==> src/rtl/next_op_decoder_if.sv <==
// Op input, sample FIFO handshake and decoded status/event outputs of next_op_decoder.
interface next_op_decoder_if #(
    parameter int ATT_CH = 2
);
    logic [23:0]         op;
    logic                op_valid;
    logic [15:0]         sample_data;
    logic                sample_valid;
    logic                sample_ready;
    logic                audio_active;
    logic                audio_22khz;
    logic                mic_active;
    logic [8*ATT_CH-1:0] att_data;
    logic [ATT_CH-1:0]   att_update;
    logic                power_on_p;
    logic                kbd_led_p;
    logic                soft_reset_p;
    logic                timeout_p;
    logic                stray_sample_p;
    logic                overflow;

    modport master (
        output op, op_valid, sample_ready,
        input  sample_data, sample_valid, audio_active, audio_22khz, mic_active,
               att_data, att_update, power_on_p, kbd_led_p, soft_reset_p,
               timeout_p, stray_sample_p, overflow
    );

    modport slave (
        input  op, op_valid, sample_ready,
        output sample_data, sample_valid, audio_active, audio_22khz, mic_active,
               att_data, att_update, power_on_p, kbd_led_p, soft_reset_p,
               timeout_p, stray_sample_p, overflow
    );
endinterface

==> src/rtl/next_op_decoder.sv <==
// Registered NeXT sound/keyboard op decoder: event pulses, playback/mic mode,
// attenuation registers and a sample FIFO guarded by a playback inactivity timeout.
module next_op_decoder #(
    parameter int ATT_CH     = 2,
    parameter int FIFO_DEPTH = 4,
    parameter int TIMEOUT    = 4096
) (
    input logic              clk,
    input logic              rst,
    next_op_decoder_if.slave bus
);
    localparam int PTR_W = $clog2(FIFO_DEPTH);
    localparam int CNT_W = $clog2(TIMEOUT);
    localparam logic [PTR_W:0]   PTR_ONE  = (PTR_W+1)'(1);
    localparam logic [CNT_W-1:0] CNT_ONE  = CNT_W'(1);
    localparam logic [CNT_W-1:0] CNT_LAST = CNT_W'(TIMEOUT - 1);

    typedef enum logic [1:0] {
        IDLE  = 2'd0,
        PLAY  = 2'd1,
        DRAIN = 2'd2
    } state_t;

    state_t state, state_next;

    logic [7:0]        cmd, data1, data2;
    logic              is_power, is_kbd, is_start, is_end, is_sample;
    logic              is_mic_on, is_mic_off, is_soft;
    logic [ATT_CH-1:0] att_hit;

    logic [15:0]       mem [FIFO_DEPTH];
    logic [PTR_W:0]    wr_ptr, rd_ptr, wr_ptr_next, rd_ptr_next;
    logic              fifo_full, push, pop, accept, drop, flush;

    logic [CNT_W-1:0]  tcnt, tcnt_next;
    logic              rate_next, timeout_next, stray_next;

    logic                audio_active_q, audio_22khz_q, mic_active_q, overflow_q, sample_valid_q;
    logic [8*ATT_CH-1:0] att_q;
    logic [ATT_CH-1:0]   att_update_q;
    logic                power_on_q, kbd_led_q, soft_reset_q, timeout_q, stray_q;
    logic                clear;

    // A registered soft reset clears everything one cycle after the ff op.
    assign clear = rst || soft_reset_q;

    always_comb begin
        cmd        = bus.op[23:16];
        data1      = bus.op[15:8];
        data2      = bus.op[7:0];
        is_power   = bus.op_valid && (cmd == 8'hc5) && (data1 == 8'hef);
        is_kbd     = bus.op_valid && (cmd == 8'hc5) && (data1 == 8'h00);
        is_start   = bus.op_valid && ((cmd == 8'h1f) || (cmd == 8'h0f));
        is_end     = bus.op_valid && ((cmd == 8'h17) || (cmd == 8'h07));
        is_sample  = bus.op_valid && (cmd == 8'hc7);
        is_mic_on  = bus.op_valid && (cmd == 8'h0b);
        is_mic_off = bus.op_valid && (cmd == 8'h03);
        is_soft    = bus.op_valid && (cmd == 8'hff);
        att_hit    = '0;
        for (int n = 0; n < ATT_CH; n++) begin
            att_hit[n] = bus.op_valid && (cmd == 8'hc4) && (data2 == 8'(n));
        end
    end

    always_comb begin
        state_next   = state;
        rate_next    = audio_22khz_q;
        tcnt_next    = '0;
        push         = 1'b0;
        flush        = 1'b0;
        timeout_next = 1'b0;
        stray_next   = 1'b0;
        if (is_start) begin
            rate_next = (cmd == 8'h1f);
        end
        case (state)
            IDLE: begin
                if (is_start) begin
                    state_next = PLAY;
                end
                stray_next = is_sample;
            end
            PLAY: begin
                // Any op that refreshes playback leaves the counter at zero.
                if (is_sample) begin
                    push = 1'b1;
                end else if (is_end) begin
                    state_next = DRAIN;
                end else if (!is_start) begin
                    if (tcnt == CNT_LAST) begin
                        state_next   = IDLE;
                        flush        = 1'b1;
                        timeout_next = 1'b1;
                    end else begin
                        tcnt_next = tcnt + CNT_ONE;
                    end
                end
            end
            DRAIN: begin
                if (is_start) begin
                    state_next = PLAY;
                end else if (!sample_valid_q) begin
                    state_next = IDLE;
                end
                stray_next = is_sample;
            end
            default: state_next = IDLE;
        endcase
    end

    always_comb begin
        fifo_full   = (wr_ptr[PTR_W] != rd_ptr[PTR_W]) &&
                      (wr_ptr[PTR_W-1:0] == rd_ptr[PTR_W-1:0]);
        pop         = sample_valid_q && bus.sample_ready;
        accept      = push && (!fifo_full || pop);
        drop        = push && fifo_full && !pop;
        wr_ptr_next = wr_ptr;
        rd_ptr_next = rd_ptr;
        if (flush) begin
            wr_ptr_next = '0;
            rd_ptr_next = '0;
        end else begin
            if (accept) wr_ptr_next = wr_ptr + PTR_ONE;
            if (pop)    rd_ptr_next = rd_ptr + PTR_ONE;
        end
    end

    always_ff @(posedge clk) begin
        if (clear) begin
            state <= IDLE;
        end else begin
            state <= state_next;
        end
    end

    always_ff @(posedge clk) begin
        if (accept) begin
            mem[wr_ptr[PTR_W-1:0]] <= {data1, data2};
        end
    end

    always_ff @(posedge clk) begin
        if (clear) begin
            wr_ptr         <= '0;
            rd_ptr         <= '0;
            tcnt           <= '0;
            sample_valid_q <= 1'b0;
            audio_active_q <= 1'b0;
            audio_22khz_q  <= 1'b0;
            mic_active_q   <= 1'b0;
            overflow_q     <= 1'b0;
            att_q          <= '0;
            att_update_q   <= '0;
            power_on_q     <= 1'b0;
            kbd_led_q      <= 1'b0;
            timeout_q      <= 1'b0;
            stray_q        <= 1'b0;
        end else begin
            wr_ptr         <= wr_ptr_next;
            rd_ptr         <= rd_ptr_next;
            tcnt           <= tcnt_next;
            sample_valid_q <= (wr_ptr_next != rd_ptr_next);
            audio_active_q <= (state_next != IDLE);
            audio_22khz_q  <= rate_next;
            if (is_mic_on) begin
                mic_active_q <= 1'b1;
            end else if (is_mic_off) begin
                mic_active_q <= 1'b0;
            end
            if (drop) begin
                overflow_q <= 1'b1;
            end
            for (int n = 0; n < ATT_CH; n++) begin
                if (att_hit[n]) att_q[8*n +: 8] <= data1;
            end
            att_update_q   <= att_hit;
            power_on_q     <= is_power;
            kbd_led_q      <= is_kbd;
            timeout_q      <= timeout_next;
            stray_q        <= stray_next;
        end
        // The soft reset pulse itself is never suppressed by its own clear.
        soft_reset_q <= !rst && is_soft;
    end

    assign bus.sample_data    = mem[rd_ptr[PTR_W-1:0]];
    assign bus.sample_valid   = sample_valid_q;
    assign bus.audio_active   = audio_active_q;
    assign bus.audio_22khz    = audio_22khz_q;
    assign bus.mic_active     = mic_active_q;
    assign bus.att_data       = att_q;
    assign bus.att_update     = att_update_q;
    assign bus.power_on_p     = power_on_q;
    assign bus.kbd_led_p      = kbd_led_q;
    assign bus.soft_reset_p   = soft_reset_q;
    assign bus.timeout_p      = timeout_q;
    assign bus.stray_sample_p = stray_q;
    assign bus.overflow       = overflow_q;
endmodule

==> src/flat_wrapper.sv <==
// flat-port wrapper written by rule: the top's interface ports become plain ports
module next_op_decoder_flat 
#(
    parameter int ATT_CH     = 2,
    parameter int FIFO_DEPTH = 4,
    parameter int TIMEOUT    = 4096
)
  (clk, rst, bus_op, bus_op_valid, bus_sample_ready, bus_sample_data, bus_sample_valid, bus_audio_active, bus_audio_22khz, bus_mic_active, bus_att_data, bus_att_update, bus_power_on_p, bus_kbd_led_p, bus_soft_reset_p, bus_timeout_p, bus_stray_sample_p, bus_overflow);
  next_op_decoder_if #(.ATT_CH(ATT_CH)) bus_i ();
  input logic clk;
  input logic rst;
  input wire logic [$bits(bus_i.op)-1:0] bus_op;
  input wire logic [$bits(bus_i.op_valid)-1:0] bus_op_valid;
  input wire logic [$bits(bus_i.sample_ready)-1:0] bus_sample_ready;
  output wire logic [$bits(bus_i.sample_data)-1:0] bus_sample_data;
  output wire logic [$bits(bus_i.sample_valid)-1:0] bus_sample_valid;
  output wire logic [$bits(bus_i.audio_active)-1:0] bus_audio_active;
  output wire logic [$bits(bus_i.audio_22khz)-1:0] bus_audio_22khz;
  output wire logic [$bits(bus_i.mic_active)-1:0] bus_mic_active;
  output wire logic [$bits(bus_i.att_data)-1:0] bus_att_data;
  output wire logic [$bits(bus_i.att_update)-1:0] bus_att_update;
  output wire logic [$bits(bus_i.power_on_p)-1:0] bus_power_on_p;
  output wire logic [$bits(bus_i.kbd_led_p)-1:0] bus_kbd_led_p;
  output wire logic [$bits(bus_i.soft_reset_p)-1:0] bus_soft_reset_p;
  output wire logic [$bits(bus_i.timeout_p)-1:0] bus_timeout_p;
  output wire logic [$bits(bus_i.stray_sample_p)-1:0] bus_stray_sample_p;
  output wire logic [$bits(bus_i.overflow)-1:0] bus_overflow;
  assign bus_i.op = bus_op;
  assign bus_i.op_valid = bus_op_valid;
  assign bus_i.sample_ready = bus_sample_ready;
  assign bus_sample_data = bus_i.sample_data;
  assign bus_sample_valid = bus_i.sample_valid;
  assign bus_audio_active = bus_i.audio_active;
  assign bus_audio_22khz = bus_i.audio_22khz;
  assign bus_mic_active = bus_i.mic_active;
  assign bus_att_data = bus_i.att_data;
  assign bus_att_update = bus_i.att_update;
  assign bus_power_on_p = bus_i.power_on_p;
  assign bus_kbd_led_p = bus_i.kbd_led_p;
  assign bus_soft_reset_p = bus_i.soft_reset_p;
  assign bus_timeout_p = bus_i.timeout_p;
  assign bus_stray_sample_p = bus_i.stray_sample_p;
  assign bus_overflow = bus_i.overflow;
  next_op_decoder #(.ATT_CH(ATT_CH), .FIFO_DEPTH(FIFO_DEPTH), .TIMEOUT(TIMEOUT)) u_core (.clk(clk), .rst(rst), .bus(bus_i));
endmodule
==> config.mk <==
export PLATFORM = sky130hd
export DESIGN_NAME = next_op_decoder_flat
export DESIGN_NICKNAME = d
export VERILOG_FILES = /design/src/rtl/next_op_decoder_if.sv /design/src/rtl/next_op_decoder.sv /design/src/flat_wrapper.sv
export SDC_FILE = /design/constraint.sdc
export NUM_CORES = 1
export LEC_CHECK = 0
export BUFFER_PORTS_ARGS = -buffer_cell sky130_fd_sc_hd__buf_2
export CAP_MARGIN = 5
export CORE_MARGIN = 5
export CORE_UTILIZATION = 45
export CTS_CLUSTER_SIZE = 8
export DETAILED_ROUTE_END_ITERATION = 16
export GPL_TIMING_DRIVEN = 1
export PLACE_DENSITY = 0.74
export RECOVER_POWER = 100
export SYNTH_ARGS = -nofsm -noshare
export SYNTH_HDL_FRONTEND = slang
export SYNTH_SLANG_ARGS = --single-unit
==> constraint.sdc <==
create_clock -name clk -period 2.43 [get_ports clk]
set_input_delay 0.243 -clock clk [delete_from_list [all_inputs] [get_ports clk]]
set_output_delay 0.243 -clock clk [all_outputs]
set_load 0.1 [all_outputs]
==> results.cfg, run 1 <==
[run_status]
status = complete, no violations

[synth]
synth.most_common_cell = edfxtp_1
yosysWarnings = 0
synth_area_mm2 = 0.00459
synth_top_flop_cell = edfxtp_1
syn_inst = 344
syn_nets = 378
synth-edff-count = 64
synth_area_leaders = edfxtp_1 (42%), dfxtp_1 (21%), mux4_2 (5.4%)
synth-seq-cells = 112
yosysTopAreaCellShare_pct = 41.9
ys_types = 51
synth_commonest_cells = edfxtp_1 (64), dfxtp_1 (48), nand3_1 (27)
synthArstFlopShare_pct = 0
avgSynthCellArea_um2 = 13.3
seq_area_frac_synth_pct = 62.8
yosysTopAreaCell = edfxtp_1

[critical_path]
crit_type = flip-flop to output pin
arrival_ns = 2.07
reg2reg_from = u_core.tcnt[0]
end_kind = output pin
start_kind = flip-flop
reg2regPathDepth = 5
regToRegSetupSlack_ns = 0.26
cp_data_required_time_ns = 2.19
crit_fanout = 11
r2r_end = u_core.rd_ptr[0]

[placed_design]
dp_hpwl_um = 6770
gp_congestion = 0.813
io_buffer_count = 71

[sta]
clock.fmax_mhz = 433
rsz0062_at_grt = no
max_slew_margin_pct = 11.1
period_needed_ns = 2.31
fin_skew_ns = 0.00984
setup_tns_ns = 0
slew_violations = 0
worst_slew_pin_slew_ns = 1.33
hold_violations = 0
min_period_over_period_pct = 95.1
setup_viol = 0

[floorplanning]
io_pins = 72
start_util_pct = 46.5
die_area_mm2 = 0.0123
fp.coreArea_mm2 = 0.00986
rows = 36
fp.dieH_um = 111
die_x_um = 111

[power]
power_density_mw_per_mm2 = 588
p_leak_uw = 0.00168
sequentialPowerShare_pct = 65.4
p_sw_uw = 658
switching_share_pct = 21.5
p_clk_share_pct = 31.6
ir_drop_mv = 0.286
internal_power_uw = 2400
combPwrFrac_pct = 3.0
power.total_uw = 3050

[cts]
cts.path.max_buffers = 2
cts_tree = done
cts_max_level = 3
clock_sinks = 112
ctsResizeCount = 0
postCtsSetupBuffers = 0
insertion_delay_ns = 0.36
postCtsHoldBufs = 0
cts_root_buffer = clkbuf_8
numCtsBuffers = 9
path_clk_slew_ns = 0.10

[finish]
fillers = 869
nets = 456
area_growth_pct = 13.3
diodes = 0
drive_gt1_share_pct = 16.9

[worst_hold_path]
whs_endpoint = u_core.bus.soft_reset_p
hold_path_startpoint = bus_op[17]
hp-class = input port to flip-flop
min_path_cells = 3

[routing]
drtAntennaViolNets = 0
num_vias = 3059
drtIter0Drc = 113
wirelength_um = 9400
via_per_inst = 5.46
wl_met2_um = 4790
firstDrtPassIters = 4
top_layer = met4
wl_met3_um = 553
wl_per_cell_um = 16.8
wl_met1_um = 3970
drc = 0

[global_route]
antenna_found_initial = 0
grt_pass1_vias = 3097
grt_usage_pct = 15.5
grt-ovfl-total = 0
grt_max_degree = 24
grt_pass1_wl_um = 15300

[flow_run]
maxCapViolations = 0
[worst max path at each step]
stage                                 start                      to  cells after the start
global placement                  bus_op[1]  u_core.bus.att_data[2]                      6
detailed placement               bus_op[16]  u_core.bus.att_data[6]                      5
global route               u_core.rd_ptr[0]     bus_sample_data[15]                      3
CTS                        u_core.rd_ptr[0]     bus_sample_data[15]                      3
floorplan           u_core.bus.sample_valid        u_core.mem[3][0]                      4
finish                     u_core.rd_ptr[0]     bus_sample_data[15]                      3
[cell families (layout without fill, tap and decap cells)]
group | count (synthesis) | in the layout | share of synthesized area, %
AOI/OAI and AO/OA | 52 | 52 | 6.74
muxes | 17 | 17 | 8.48
DFF | 112 | 112 | 62.8
and+or+nand+nor | 114 | 114 | 13.9
buffers and inverters | 23 | 106 | 2.45
adders and majority gates | 6 | 6 | 1.64
xor gates and xnor gates | 20 | 20 | 3.98
[metal layers]
metal / global-route usage, % / up-vias
li1: - / 1459
met1: 18.9 / 1506
met2: 27.1 / 86
met3: 4.15 / 8
met4: 4.43 / 0
met5: 0 / -
[worst max-delay path, cell delays in order, from the launching register on]
cell and delay, ns:
dfxtp_1 0.47, buf_4 0.30, mux4_1 0.62, buf_2 0.32
[state kept, by name (all words and copies together) (netlist names)]
register,flops
u_core.bus.kbd_led_p,1
u_core.wr_ptr,3
u_core.bus.soft_reset_p,1
u_core.bus.power_on_p,1
u_core.bus.overflow,1
u_core.rd_ptr,3
u_core.bus.stray_sample_p,1
u_core.bus.audio_active,1
u_core.bus.timeout_p,1
u_core.bus.mic_active,1
u_core.tcnt,12
u_core.state,2
u_core.bus.att_update,2
u_core.bus.att_data,16
u_core.mem,64
u_core.bus.audio_22khz,1
u_core.bus.sample_valid,1
[layout by cell type, fill, tap and decap left out, types with 10 or more instances in the layout]
master    instances
o21ai_0          19
buf_2            16
nor2_1           25
nand4_1          11
xnor2_1          10
nand2_1          12
clkbuf_2         14
mux4_2           11
dfxtp_1          47
edfxtp_1         64
a21oi_1          21
clkbuf_1         46
nand3_1          27
[power groups by stage]
| stage | Sequential (uW) | Clock, uW | Combinational, uW |
|---|---|---|---|
| after CTS | 2000 | 996 | 95.2 |
| after global placement | 2040 | 0 | 91.3 |
| after floorplan | 2040 | 0 | 33.7 |
| after detailed placement | 2040 | 0 | 95.0 |
| after global routing | 2000 | 1070 | 99.3 |
| final | 2000 | 966 | 90.3 |
[cell type report]
cell class	count	area (um^2)	area share, %
clock buffer	10	128	2.46
clock inverter	6	41.3	0.795
inverter	8	30.0	0.578
multi-input combinational	209	1580	30.3
sequential	112	2880	55.5
tap	133	166	3.20
timing repair buffer	82	372	7.15
[metrics by stage]
step / hold slack (ns) / cell area [um^2] / util, % / setup WS (ns) / cells
after floorplan: 0.342 / 4590 / - / 0.0864 / 344
after global placement: 0.430 / 5110 / 51.9 / 0.526 / 544
after detailed placement: 0.441 / 5110 / 51.9 / 0.465 / 544
after CTS: 0.0940 / 5280 / 53.6 / 0.109 / 560
after global routing: 0.152 / 5200 / 52.7 / 0.0119 / 560
final: 0.157 / 5200 / 52.7 / 0.120 / 560
No activity file was read; power rests on OpenSTA's default activity.
==> run 2, diff against run 1 <==
CORE_UTILIZATION = 48   (was 45)
PLACE_DENSITY = 0.78   (was 0.74)
clock period = 1.85 ns   (was 2.43 ns; I/O delays follow)
==> run 2 against run 1 <==
Against the previous run: worst hold slack got worse by 0.077 ns; die area decreased by 5.7%; clock-buffer cell count is the same; combinational power rose by 40%; final cell count is 2.3% higher; critical endpoint unchanged; sequential share of layout area fell by 3.7 points; the flow now finishes with violations (setup timing); sequential cell count unchanged; design area rose by 7.6%.
==> results.cfg, run 2 (same netlist as run 1, synthesis figures left out) <==
[sta]
max_slew_margin_pct = 43.0
hold_slack_ns = 0.0804
setup_tns_ns = -0.000638
rsz0062_at_grt = yes
clock.fmax_mhz = 540
hold_violations = 0
layout_setup_ws_ns = -0.000638
worst_slew_pin_slew_ns = 0.854
setup_viol = 1
period_needed_ns = 1.85
fin_skew_ns = 0.0147
min_period_over_period_pct = 100
slew_violations = 0

[routing]
drtIter0Drc = 161
num_vias = 3115
wl_per_cell_um = 16.8
drtAntennaViolNets = 0
drc = 0
wirelength_um = 9610
via_per_inst = 5.44
firstDrtPassIters = 5

[cts]
cts_max_level = 3
insertion_delay_ns = 0.37
cts_root_buffer = clkbuf_8
cts.path.max_buffers = 2
numCtsBuffers = 9
path_clk_slew_ns = 0.11
clock_sinks = 112
cts_tree = done

[placed_design]
dp_hpwl_um = 6740
dp_slack_ns = 0.0251
io_buffer_count = 71
placed_area_mm2 = 0.00527
gp_congestion = 0.833

[worst_hold_path]
hold_path_startpoint = bus_op[17]
hp-class = input port to flip-flop

[power]
power.total_uw = 4100
switching_share_pct = 22.5
sequentialPowerShare_pct = 64.0
combPwrFrac_pct = 3.1
power_density_mw_per_mm2 = 734
p_clk_share_pct = 33.0
internal_power_uw = 3180
p_leak_uw = 0.00192
ir_drop_mv = 0.397
p_sw_uw = 922

[global_route]
grt_max_degree = 22
grt_pass1_wl_um = 15500
antenna_found_initial = 0
grt_usage_pct = 17.1
grt-ovfl-total = 0
grt_pass1_vias = 3095

[critical_path]
cpPeakStageDelay_ns = 0.53
cp_data_required_time_ns = 1.66
cpLargestDelayFamily = multiplexers
end_kind = output pin
crit_start = u_core.rd_ptr[0]
crit_chain = buf_12, mux4_2, buf_8
reg2reg_from = u_core.tcnt[1]
crit_fanout = 9
start_kind = flip-flop
slowest_stage = mux4_2
arrival_ns = 1.67
crit_type = flip-flop to output pin
regToRegSetupSlack_ns = 0.03
crit_buf_inv = 2

[finish]
final_cell_area_mm2 = 0.00559
final_common_cell = edfxtp_1
largest_register_ffs = 64
drive_gt1_share_pct = 29.1
most-common-layout-cells = edfxtp_1 (64), dfxtp_1 (44), clkbuf_2 (29)
diodes = 0
nets = 473
area_growth_pct = 21.8

[flow_run]
maxCapViolations = 0

[floorplanning]
io_pins = 72
fp.dieH_um = 108
start_util_pct = 49.4
rows = 35
die_area_mm2 = 0.0116
fp.coreArea_mm2 = 0.00928
die_x_um = 108

[run_status]
violations = setup timing
status = finished, violations left
-- run 2: cell count changes in the layout (fill, tap and decap cells not counted), moves of 3 or more --
cell / previous run / this run
clkbuf_1: 46 / 22
clkbuf_2: 14 / 29
buf_6: 0 / 10
buf_4: 7 / 16
buf_2: 16 / 10
buf_12: 0 / 5
mux4_1: 5 / 0
mux4_2: 11 / 16
clkbuf_4: 0 / 4
buf_8: 0 / 3
clkinv_4: 0 / 3
dfxtp_1: 47 / 44
-- run 2: metrics by stage --
step                instances  util, %
CTS                       571     60.4
finish                    573     60.2
global route              573     60.2
floorplan                 344        -
global placement          553     56.8
detailed placement        553     56.8
-- run 2: area by class of cell --
| class | count | area [um^2] |
|---|---|---|
| clock inverter | 6 | 57.6 |
| clock buffer | 10 | 128 |
| inverter | 8 | 30.0 |
| fill | 773 | 3690 |
| multi-input combinational | 209 | 1610 |
| sequential | 112 | 2890 |
| tap | 129 | 161 |
| timing repair buffer | 99 | 709 |
-- run 2: worst register-to-register path: stages, from the launching register on --
cell      delay, ns
dfxtp_2        0.36
ha_4           0.13
and4_4         0.22
or4b_4         0.49
o31ai_4        0.41
a311oi_1       0.09
-- run 2: worst paths after layout --
check | cells past startpoint | end
worst max-delay path | 3 | bus_sample_data[15]
worst min-delay path | 3 | u_core.bus.soft_reset_p
worst max register to register | 5 | u_core.bus.sample_valid
worst min register to register | 2 | u_core.bus.audio_22khz
-- run 2: power by group through the flow --
stage | registers [uW] | clock network (uW) | logic (uW)
2_1_floorplan | 2680 | 0 | 44.4
3_3_place_gp | 2680 | 0 | 128
3_5_place_dp | 2680 | 0 | 131
4_1_cts | 2620 | 1380 | 132
5_1_grt | 2620 | 1500 | 137
6_report | 2620 | 1350 | 126
-- run 2: repair_timing --
item                                    4_1_cts  5_1_grt
setup buffers                                 1        2
gates cloned                                  1        0
gates resized for setup                      48        7
pin swaps                                     0        6
endpoints found under the setup margin       16       28
hold buffers                                  0        0
-- run 2: layer usage --
metal / up-vias / track usage [%] / wire length (um)
li1: 1498 / - / -
met3: 12 / 3.00 / 522
met2: 88 / 27.2 / 4670
met4: 0 / 6.22 / 125
met1: 1517 / 23.6 / 4290
met5: - / 0 / 0
==> run 3, diff against run 2 <==
ABC_AREA = 1   (was unset)
CORE_UTILIZATION = 33   (was 48)
PLACE_DENSITY = 0.59   (was 0.78)
==> run 3 against run 2 <==
Against the previous run: the flow now finishes without violations; critical path type unchanged; first-iteration DRC count up 63%; register-to-register slack better by 0.15 ns; setup slack improved by 0.099 ns; die area increased by 44%; total power rose by 41%; wire length grew 11%; clock-buffer cell count increased by 4; clock skew is 0.0082 ns lower; sequential power hardly changed.
==> results.cfg, run 3 <==
[cts]
numCtsBuffers = 9
clock_sinks = 112
postCtsHoldBufs = 0
insertion_delay_ns = 0.34
cts_max_level = 3
postCtsSetupBuffers = 0
cts_root_buffer = clkbuf_16
path_clk_slew_ns = 0.07
cts_tree = done
cts.path.max_buffers = 2

[routing]
via_per_inst = 4.83
drc = 0
firstDrtPassIters = 4
wirelength_um = 10600
drtAntennaViolNets = 0
num_vias = 3410
drtIter0Drc = 263
wl_per_cell_um = 15.1

[global_route]
antenna_found_initial = 0
grt_max_degree = 33
grt_pass1_vias = 3397
grt-ovfl-total = 0
grt_pass1_wl_um = 17200
grt_usage_pct = 13.0

[placed_design]
dp_hpwl_um = 7510
gp_congestion = 0.854
placedCellCount = 690
dp_slack_ns = 0.108
io_buffer_count = 71

[critical_path]
crit_type = flip-flop to output pin
end_kind = output pin
cpLargestDelayFamily = buffers and inverters
cp_data_required_time_ns = 1.66
slowest_stage = dfxtp_1
crit_buf_inv = 2
start_kind = flip-flop
cpPeakStageDelay_ns = 0.37
crit_chain = buf_4, o21ai_0, o22ai_4, buf_8
crit_fanout = 16
arrival_ns = 1.57

[synth]
seq_area_frac_synth_pct = 61.4
syn_inst = 443
synth_area_leaders = edfxtp_1 (41%), dfxtp_1 (20%), nor2_1 (5.4%)
synth-edff-count = 64
yosysTopAreaCellShare_pct = 40.9
yosysWarnings = 0
synth-seq-cells = 112
synth_commonest_cells = nor2_1 (67), edfxtp_1 (64), dfxtp_1 (48)
yosysTopAreaCell = edfxtp_1
synth.most_common_cell = nor2_1
synth_top_flop_cell = edfxtp_1
synthArstFlopShare_pct = 0
avgSynthCellArea_um2 = 10.6
synth_area_mm2 = 0.00470
ys_types = 39
syn_nets = 477

[floorplanning]
start_util_pct = 33.7
rows = 43
fp.dieH_um = 129
die_x_um = 129
fp.coreArea_mm2 = 0.0139
die_area_mm2 = 0.0167
io_pins = 72

[sta]
rsz0062_at_grt = no
worst_slew_pin_slew_ns = 0.596
hold_violations = 0
max_slew_margin_pct = 60.3
slew_violations = 0
hold_slack_ns = 0.102
fin_skew_ns = 0.00645
min_period_over_period_pct = 94.7
layout_setup_ws_ns = 0.0986
period_needed_ns = 1.75
setup_tns_ns = 0
clock.fmax_mhz = 571
setup_viol = 0

[finish]
nets = 555
multi_input_area_mm2 = 0.00178
largest_register_ffs = 64
fillers = 1309
diodes = 0
stdcell_count = 706
most-common-layout-cells = nor2_1 (64), edfxtp_1 (64), dfxtp_1 (45)
area_growth_pct = 27.9
seq_area_mm2 = 0.00289
drive_gt1_share_pct = 25.9

[flow_run]
maxCapViolations = 0

[power]
ir_drop_mv = 0.463
p_sw_uw = 1640
p_leak_uw = 0.00233
p_clk_share_pct = 35.5
internal_power_uw = 4160
sequentialPowerShare_pct = 45.7
power.total_uw = 5800
combPwrFrac_pct = 18.9
switching_share_pct = 28.2
power_density_mw_per_mm2 = 966

[worst_hold_path]
hp-class = input port to flip-flop

[run_status]
status = complete, no violations
-- run 3: cell count changes in the layout (fill, tap and decap cells not counted), moves of 11 or more --
cell       change
nor2_1        +39
inv_1         +26
nand2_1       +25
o21ai_1       +17
mux4_2        -16
o22ai_4       +16
o21ai_0       +14
clkbuf_16     +12
buf_4         -11
-- run 3: power by group through the flow --
stage               sequential [uW]  combinational [uW]  clock, uW
global placement               2700                1150          0
finish                         2650                1090       2060
floorplan                      2740                 740          0
CTS                            2650                1170       2100
global route                   2650                1150       2220
detailed placement             2700                1160          0
-- run 3: tightest hold or removal path: stages --
cell	delay [ns]
buf_2	0.11
nand2_1	0.06
nor3_1	0.04
-- run 3: worst paths after layout --
kind,startpoint,endpoint,slack [ns],cells after the start
max,u_core.rd_ptr[1],bus_sample_data[7],0.1,4
min,bus_op[20],u_core.bus.soft_reset_p,0.10,3
max reg2reg,u_core.tcnt[1],u_core.bus.sample_valid,0.18,12
min reg2reg,u_core.tcnt[0],u_core.tcnt[0],0.42,1
-- run 3: per-layer routing --
| metal | global-route usage [%] | share of wire, % |
|---|---|---|
| met5 | 0 | 0 |
| met4 | 3.46 | 1.0 |
| met3 | 3.26 | 5.6 |
| met2 | 20.8 | 47 |
| met1 | 17.7 | 47 |
-- run 3: repair_timing --
item                       CTS  global route
pin swaps                    0             2
setup endpoints to repair   16            20
gates cloned                 0             0
gates resized for setup     16            11
-- run 3: cell type report --
type / instances / share of cell area, %
Sequential cell: 112 / 48.1
Inverter: 38 / 2.38
Timing Repair Buffer: 82 / 10.6
Clock inverter: 2 / 0.208
Tap cell: 180 / 3.75
Clock buffer: 14 / 5.31
Multi-Input combinational cell: 278 / 29.7
-- run 3: cell families (layout without fill, tap and decap cells) --
family,after synthesis,after routing,share of synthesized area (%)
buf+inv,53,136,5.33
simple gates,169,169,18.7
flops,112,112,61.4
xor+xnor,9,9,1.68
fa+ha+maj,6,6,1.60
compound gates,94,94,11.3
-- run 3: per-stage QoR --
stage | util [%] | cell area [um^2]
CTS | 43.8 | 6100
floorplan | - | 4930
finish | 43.1 | 6010
global placement | 41.3 | 5760
detailed placement | 41.3 | 5760
global route | 43.1 | 6010
